[src/rtl/phase_sequencer_pkg.sv]
// phase_sequencer_pkg
//   Shared definitions for the SIMPLE processor phase sequencer: state encoding
//   (IDLE, P1..P5, HALT), phase-index constants and small decode helpers that
//   debug/trace logic can reuse to interpret the sequencer state.
package phase_sequencer_pkg;

    localparam int unsigned STATE_W = 3;

    // State encoding. P1..P5 are contiguous so "running" is a range test.
    localparam logic [STATE_W-1:0] ST_IDLE = 3'd0;
    localparam logic [STATE_W-1:0] ST_P1   = 3'd1;
    localparam logic [STATE_W-1:0] ST_P2   = 3'd2;
    localparam logic [STATE_W-1:0] ST_P3   = 3'd3;
    localparam logic [STATE_W-1:0] ST_P4   = 3'd4;
    localparam logic [STATE_W-1:0] ST_P5   = 3'd5;
    localparam logic [STATE_W-1:0] ST_HALT = 3'd6;

    // Bit positions of each phase inside the {p5,p4,p3,p2,p1} strobe vector.
    localparam int unsigned PH_FETCH  = 0;
    localparam int unsigned PH_DECODE = 1;
    localparam int unsigned PH_EXEC   = 2;
    localparam int unsigned PH_MEM    = 3;
    localparam int unsigned PH_WB     = 4;
    localparam int unsigned NUM_PHASES = 5;

    // Wait counter width; WAIT_MAX is limited to 1..255.
    localparam int unsigned WAIT_CNT_W = 8;

    function automatic logic [NUM_PHASES-1:0] phase_strobes(input logic [STATE_W-1:0] st);
        logic [NUM_PHASES-1:0] s;
        s = '0;
        case (st)
            ST_P1:   s[PH_FETCH]  = 1'b1;
            ST_P2:   s[PH_DECODE] = 1'b1;
            ST_P3:   s[PH_EXEC]   = 1'b1;
            ST_P4:   s[PH_MEM]    = 1'b1;
            ST_P5:   s[PH_WB]     = 1'b1;
            default: s = '0;
        endcase
        return s;
    endfunction

    function automatic logic state_is_running(input logic [STATE_W-1:0] st);
        return (st >= ST_P1) && (st <= ST_P5);
    endfunction

endpackage

[src/rtl/phase_sequencer.sv]
// phase_sequencer
//   Central five-phase sequencer for the SIMPLE processor. Produces one-cycle
//   phase strobes p1..p5 (fetch, decode/reg-read, execute, memory, writeback)
//   from a single system clock, one instruction at a time. Handles run/stop,
//   HLT-driven halt, memory-wait stretching of P3/P4 with timeout, and counts
//   retired instructions.
//
//   Optional feature macro: PHASE_STEP_EN
//     defined   -> 'step' starts a single instruction from IDLE
//     undefined -> 'step' is ignored; only 'run' starts execution
//
// Ports
//   clock      in   system clock, rising edge
//   resetn     in   asynchronous active-low reset
//   run        in   start/continue execution (level)
//   stop       in   stop at next instruction boundary
//   step       in   single-step from IDLE (PHASE_STEP_EN only)
//   halt_dec   in   decode saw HLT, honoured only in P2
//   memwait    in   memory busy, stretches P3/P4
//   p1..p5     out  phase strobes, one-hot or all zero
//   running    out  state is one of P1..P5
//   halted     out  state is HALT
//   timeout    out  sticky memwait timeout flag
//   instcount  out  retired-instruction count (wraps)
module phase_sequencer
    import phase_sequencer_pkg::*;
#(
    parameter int unsigned CNT_W    = 16,
    parameter int unsigned WAIT_MAX = 15
) (
    input  logic             clock,
    input  logic             resetn,
    input  logic             run,
    input  logic             stop,
    input  logic             step,
    input  logic             halt_dec,
    input  logic             memwait,
    output logic             p1,
    output logic             p2,
    output logic             p3,
    output logic             p4,
    output logic             p5,
    output logic             running,
    output logic             halted,
    output logic             timeout,
    output logic [CNT_W-1:0] instcount
);

    localparam logic [WAIT_CNT_W-1:0] WAIT_LIMIT = WAIT_CNT_W'(WAIT_MAX);
    localparam logic [CNT_W-1:0]      CNT_ONE    = {{(CNT_W-1){1'b0}}, 1'b1};

    logic [STATE_W-1:0]    r_state;
    logic [STATE_W-1:0]    w_state_nxt;
    logic                  r_halt_pend;
    logic                  w_halt_pend_nxt;
    logic                  r_stop_pend;
    logic                  w_stop_pend_nxt;
    logic [WAIT_CNT_W-1:0] r_wait_cnt;
    logic [WAIT_CNT_W-1:0] w_wait_cnt_nxt;
    logic                  r_timeout;
    logic                  w_timeout_nxt;
    logic [CNT_W-1:0]      r_instcount;
    logic [CNT_W-1:0]      w_instcount_nxt;

    logic                  w_active;
    logic                  w_step_req;
    logic                  w_step_mode;
    logic                  w_step_mode_nxt;
    logic [NUM_PHASES-1:0] w_strobes;

`ifdef PHASE_STEP_EN
    logic r_step_mode;

    assign w_step_req  = step;
    assign w_step_mode = r_step_mode;

    always_ff @(posedge clock or negedge resetn) begin
        if (!resetn) begin
            r_step_mode <= 1'b0;
        end else begin
            r_step_mode <= w_step_mode_nxt;
        end
    end
`else
    logic w_unused_step;
    logic w_unused_step_mode_nxt;

    assign w_step_req             = 1'b0;
    assign w_step_mode            = 1'b0;
    assign w_unused_step          = step;
    assign w_unused_step_mode_nxt = w_step_mode_nxt;
`endif

    assign w_active = state_is_running(r_state);

    always_comb begin
        w_state_nxt     = r_state;
        w_halt_pend_nxt = r_halt_pend;
        w_stop_pend_nxt = r_stop_pend;
        w_step_mode_nxt = w_step_mode;
        w_wait_cnt_nxt  = r_wait_cnt;
        w_timeout_nxt   = r_timeout;
        w_instcount_nxt = r_instcount;

        if (w_active && stop) begin
            w_stop_pend_nxt = 1'b1;
        end

        case (r_state)
            ST_IDLE: begin
                // run has priority over step and forces a free-running start
                if (run) begin
                    w_state_nxt     = ST_P1;
                    w_step_mode_nxt = 1'b0;
                end else if (w_step_req) begin
                    w_state_nxt     = ST_P1;
                    w_step_mode_nxt = 1'b1;
                end
            end
            ST_P1: begin
                w_state_nxt = ST_P2;
            end
            ST_P2: begin
                w_state_nxt = ST_P3;
                if (halt_dec) begin
                    w_halt_pend_nxt = 1'b1;
                end
            end
            ST_P3, ST_P4: begin
                if (memwait) begin
                    // WAIT_MAX wait cycles are tolerated; one more is a timeout
                    if (r_wait_cnt == WAIT_LIMIT) begin
                        w_state_nxt    = ST_HALT;
                        w_timeout_nxt  = 1'b1;
                        w_wait_cnt_nxt = '0;
                    end else begin
                        w_wait_cnt_nxt = r_wait_cnt + 8'd1;
                    end
                end else begin
                    w_wait_cnt_nxt = '0;
                    w_state_nxt    = (r_state == ST_P3) ? ST_P4 : ST_P5;
                end
            end
            ST_P5: begin
                w_instcount_nxt = r_instcount + CNT_ONE;
                // stop raised during P5 itself still ends at this boundary
                if (r_halt_pend) begin
                    w_state_nxt = ST_HALT;
                end else if (r_stop_pend || stop || w_step_mode || !run) begin
                    w_state_nxt = ST_IDLE;
                end else begin
                    w_state_nxt = ST_P1;
                end
            end
            ST_HALT: begin
                w_state_nxt = ST_HALT;
            end
            default: begin
                w_state_nxt = ST_IDLE;
            end
        endcase

        if (w_state_nxt == ST_IDLE) begin
            w_stop_pend_nxt = 1'b0;
            w_step_mode_nxt = 1'b0;
        end
    end

    always_ff @(posedge clock or negedge resetn) begin
        if (!resetn) begin
            r_state     <= ST_IDLE;
            r_halt_pend <= 1'b0;
            r_stop_pend <= 1'b0;
            r_wait_cnt  <= '0;
            r_timeout   <= 1'b0;
            r_instcount <= '0;
        end else begin
            r_state     <= w_state_nxt;
            r_halt_pend <= w_halt_pend_nxt;
            r_stop_pend <= w_stop_pend_nxt;
            r_wait_cnt  <= w_wait_cnt_nxt;
            r_timeout   <= w_timeout_nxt;
            r_instcount <= w_instcount_nxt;
        end
    end

    // All outputs decode registered state only.
    assign w_strobes = phase_strobes(r_state);
    assign p1        = w_strobes[PH_FETCH];
    assign p2        = w_strobes[PH_DECODE];
    assign p3        = w_strobes[PH_EXEC];
    assign p4        = w_strobes[PH_MEM];
    assign p5        = w_strobes[PH_WB];
    assign running   = w_active;
    assign halted    = (r_state == ST_HALT);
    assign timeout   = r_timeout;
    assign instcount = r_instcount;

endmodule

[config.mk]
export PLATFORM = sky130hd
export DESIGN_NAME = phase_sequencer
export DESIGN_NICKNAME = d
export VERILOG_FILES = /design/src/rtl/phase_sequencer_pkg.sv /design/src/rtl/phase_sequencer.sv
export SDC_FILE = /design/constraint.sdc
export NUM_CORES = 1
export LEC_CHECK = 0
export CORE_MARGIN = 2
export CORE_UTILIZATION = 50
export DETAILED_ROUTE_END_ITERATION = 12
export HOLD_SLACK_MARGIN = 0.02
export MAX_ROUTING_LAYER = met4
export PLACE_DENSITY_LB_ADDON = 0.2
export SLEW_MARGIN = 15
export SYNTH_ARGS = -nofsm -noshare
export SYNTH_HDL_FRONTEND = slang
export SYNTH_SLANG_ARGS = --single-unit
export TNS_END_PERCENT = 10
[constraint.sdc]
create_clock -name clock -period 2.18 [get_ports clock]
set_clock_uncertainty 0.1 [all_clocks]
set_input_delay 0.436 -clock clock [delete_from_list [all_inputs] [get_ports clock]]
set_output_delay 0.436 -clock clock [all_outputs]
set_load 0.005 [all_outputs]
==> summary.txt <==
# nets final = 198
CTS tree = done
DIE AREA = 3480 um^2
Hold WS = 0.369 ns
DP Worst Slack = 0.216 ns
initial antenna violation count = 0
Iteration-0 DRC Markers = 26
run status = completed
critical path depth = 3
post-route cell area = 1930 um^2
minimum clock period = 2.16 ns
register area = 754 um^2
core area = 2810 um^2
relative slew slack = 66.5%
Cell Rows = 19
Total GRT Usage = 20.9%
root buffer cell = clkbuf_4
Worst VDD drop = 0.823 mV
post-synthesis sequential area ratio = 49.6%
diode count = 0
crit path kind = reg2out
drt wl/cell = 14.2 um
die width = 59.0 um
Worst Setup SP = r_state[1]$_DFF_PN0_
Gate power share = 36.4%
Post-DP HPWL = 2220 um
Clk network pwr share = 17.2%
cell taking the most area after synthesis = dfrtp_1
Worst Setup End Kind = output port
hold depth = 1
Critical Path Max Stage Delay = 0.54 ns
R2R Setup Slk = 0.37 ns
Post-synth EDFFs = 0
crit path cell chain = buf_4 > a21oi_1 > clkdlybuf4s50_1
cts hold-fix bufs = 0
fmax = 0.464 GHz
Synth area leaders = dfrtp_1 (50%), xnor2_1 (5.8%), nand3_1 (3.3%)
Sw Ratio = 35.4%
cell family with most CP delay = buffers and inverters
GP Congestion = 0.863
Die Ht = 59.0 um
Worst Setup Start Kind = flip-flop
Pwr Density = 917 nW/um^2
synth warn = 0
largest buffer count on any clock path = 2
ys async rst share = 100%
Final Hold Fails = 0
Worst Setup EP = running
Worst-Margin Slew = 0.498 ns
vias post-DR = 1239
Critical Path Fanout Max = 7
Finished Layout Cells = 219
Synth-to-Final Area Change = 27.7%
post-synthesis cell area = 1510 um^2
Post-synth top flop = dfrtp_1
I/O pin count = 31
fraction of layout cells with a size suffix above 1 = 13.8%
Gate Count Post-Synth = 150
port buffer count = 29
Routed Antenna Nets = 0
Worst R2R Path Depth = 4
CTS buffer count = 5
Crit path arrival time = 1.62 ns
PnR worst setup slack = 0.0225 ns
Internal Power = 1.15 mW
DR pass1 iterations = 4
Yosys cell types = 41
H-tree depth = 2
multi-input logic area = 707 um^2
initial core utilization = 54.0%
post-synth top area share = 49.6%
Req. time, crit path = 1.64 ns
vias in the first global route = 1187
Switch Pwr = 0.627 mW
final worst-path cycle share = 99.0%
RSZ-0062 raised after global routing = yes
DRC viols = 0
fill count = 223
Via density = 5.66
Net Count, Synth = 159
post-synthesis register bit count = 30
Post-synth top cells = dfrtp_1 (30), nand2_1 (13), nand3_1 (10), xnor2_1 (10), o21ai_0 (9)
max_cap viols = 0
Post-Route WL = 3100 um
Hold Crit Class = reg2reg
Leak = 0.908 nW
reg2reg start = r_state[2]$_DFF_PN0_
synthesized area per cell = 10.1 um^2
sinks on the clock net = 30
pins over their slew limit = 0
DP Area = 1840 um^2
Crit path buffers/inverters = 2
highest-delay cell along the critical path = clkdlybuf4s50_1
Final setup viols = 0
Worst-Skew Late Latency = 0.31 ns
Worst-path clk slew = 0.08 ns
Flop pwr share = 46.4%
largest net degree at the start of global routing = 31
placed cells = 209
global route total overflow = 0
count leader, synth = dfrtp_1
Hold Startpoint = instcount[15]$_DFFE_PN0P_
reg2reg end = r_wait_cnt[4]$_DFFE_PN0P_
first-pass GRT wire length = 5280 um
## layout make-up
type	instances	area share, %
flip-flops and latches	30	39.0
repair buffers	36	17.9
well taps	31	2.01
inverters	9	1.88
clock buffers	6	2.65
multi-input cells	107	36.6
## worst min-delay path by stage
stage / endpoint / slack [ns]
after CTS: instcount[15]$_DFFE_PN0P_ / 0.37
after global placement: timeout$_DFFE_PN0P_ / 0.35
after global routing: instcount[15]$_DFFE_PN0P_ / 0.41
after detailed placement: instcount[15]$_DFFE_PN0P_ / 0.36
after floorplan: instcount[0]$_DFFE_PN0P_ / 0.04
final: instcount[15]$_DFFE_PN0P_ / 0.37
## through the flow
stage	setup TNS [ns]	utilization, %	power [mW]
global placement	0	65.5	1.39
detailed placement	0	65.5	1.42
finish	0	68.9	1.77
CTS	0	68.2	1.76
global route	-0.102	68.9	1.90
floorplan	0	-	1.17
## routing by layer
layer / track usage [%] / wire (um) / up-vias
li1: - / - / 609
met1: 27.4 / 1430 / 594
met2: 31.1 / 1500 / 30
met3: 4.59 / 129 / 6
met4: 9.74 / 44 / 0
met5: - / 0 / -
## kinds of logic (layout without fill, tap and decap cells)
logic type	count (synthesis)	after routing	share of synthesized area, %
compound gates	28	28	11.2
simple gates	62	62	24.8
fa+ha+maj	2	2	1.65
buf+inv	13	51	4.05
xor+xnor	15	15	8.68
flops	30	30	49.6
## power groups by stage
stage	sequential (mW)	clock, mW	combinational [mW]
CTS	0.813	0.315	0.630
detailed placement	0.830	0	0.585
finish	0.822	0.304	0.646
global placement	0.824	0	0.567
floorplan	0.750	0	0.425
global route	0.845	0.343	0.717
## repair_timing
action                     4_1_cts  5_1_grt
buffers inserted                 3        1
resized for setup                6        5
pin swaps                        0        1
setup endpoints to repair        7        5
## placed cells by master (no fill, tap or decap), types with 2 or more instances in the layout
master and count:
o21ai_0 9, dlygate4sd2_1 2, nor2_1 5, or4_1 2, inv_2 2, a21oi_1 8
nand4_1 2, xnor2_1 10, o2bb2ai_1 2, clkbuf_4 5, xor2_1 5, and3_1 6
dfrtp_1 27, dfrtp_2 3, clkdlybuf4s50_1 25, o21ai_1 2, dlymetal6s2s_1 2, nand2b_1 4
ha_1 2, nand3_1 10, and4_1 3, buf_4 7, inv_1 6, nand2_1 13
nor3_1 5
## state kept, by name, summed over array words and instances, names as in the netlist
signal       flops
instcount       16
r_wait_cnt       8
r_state          3
r_halt_pend      1
r_stop_pend      1
timeout          1
Power figures use the tool's default switching activity.
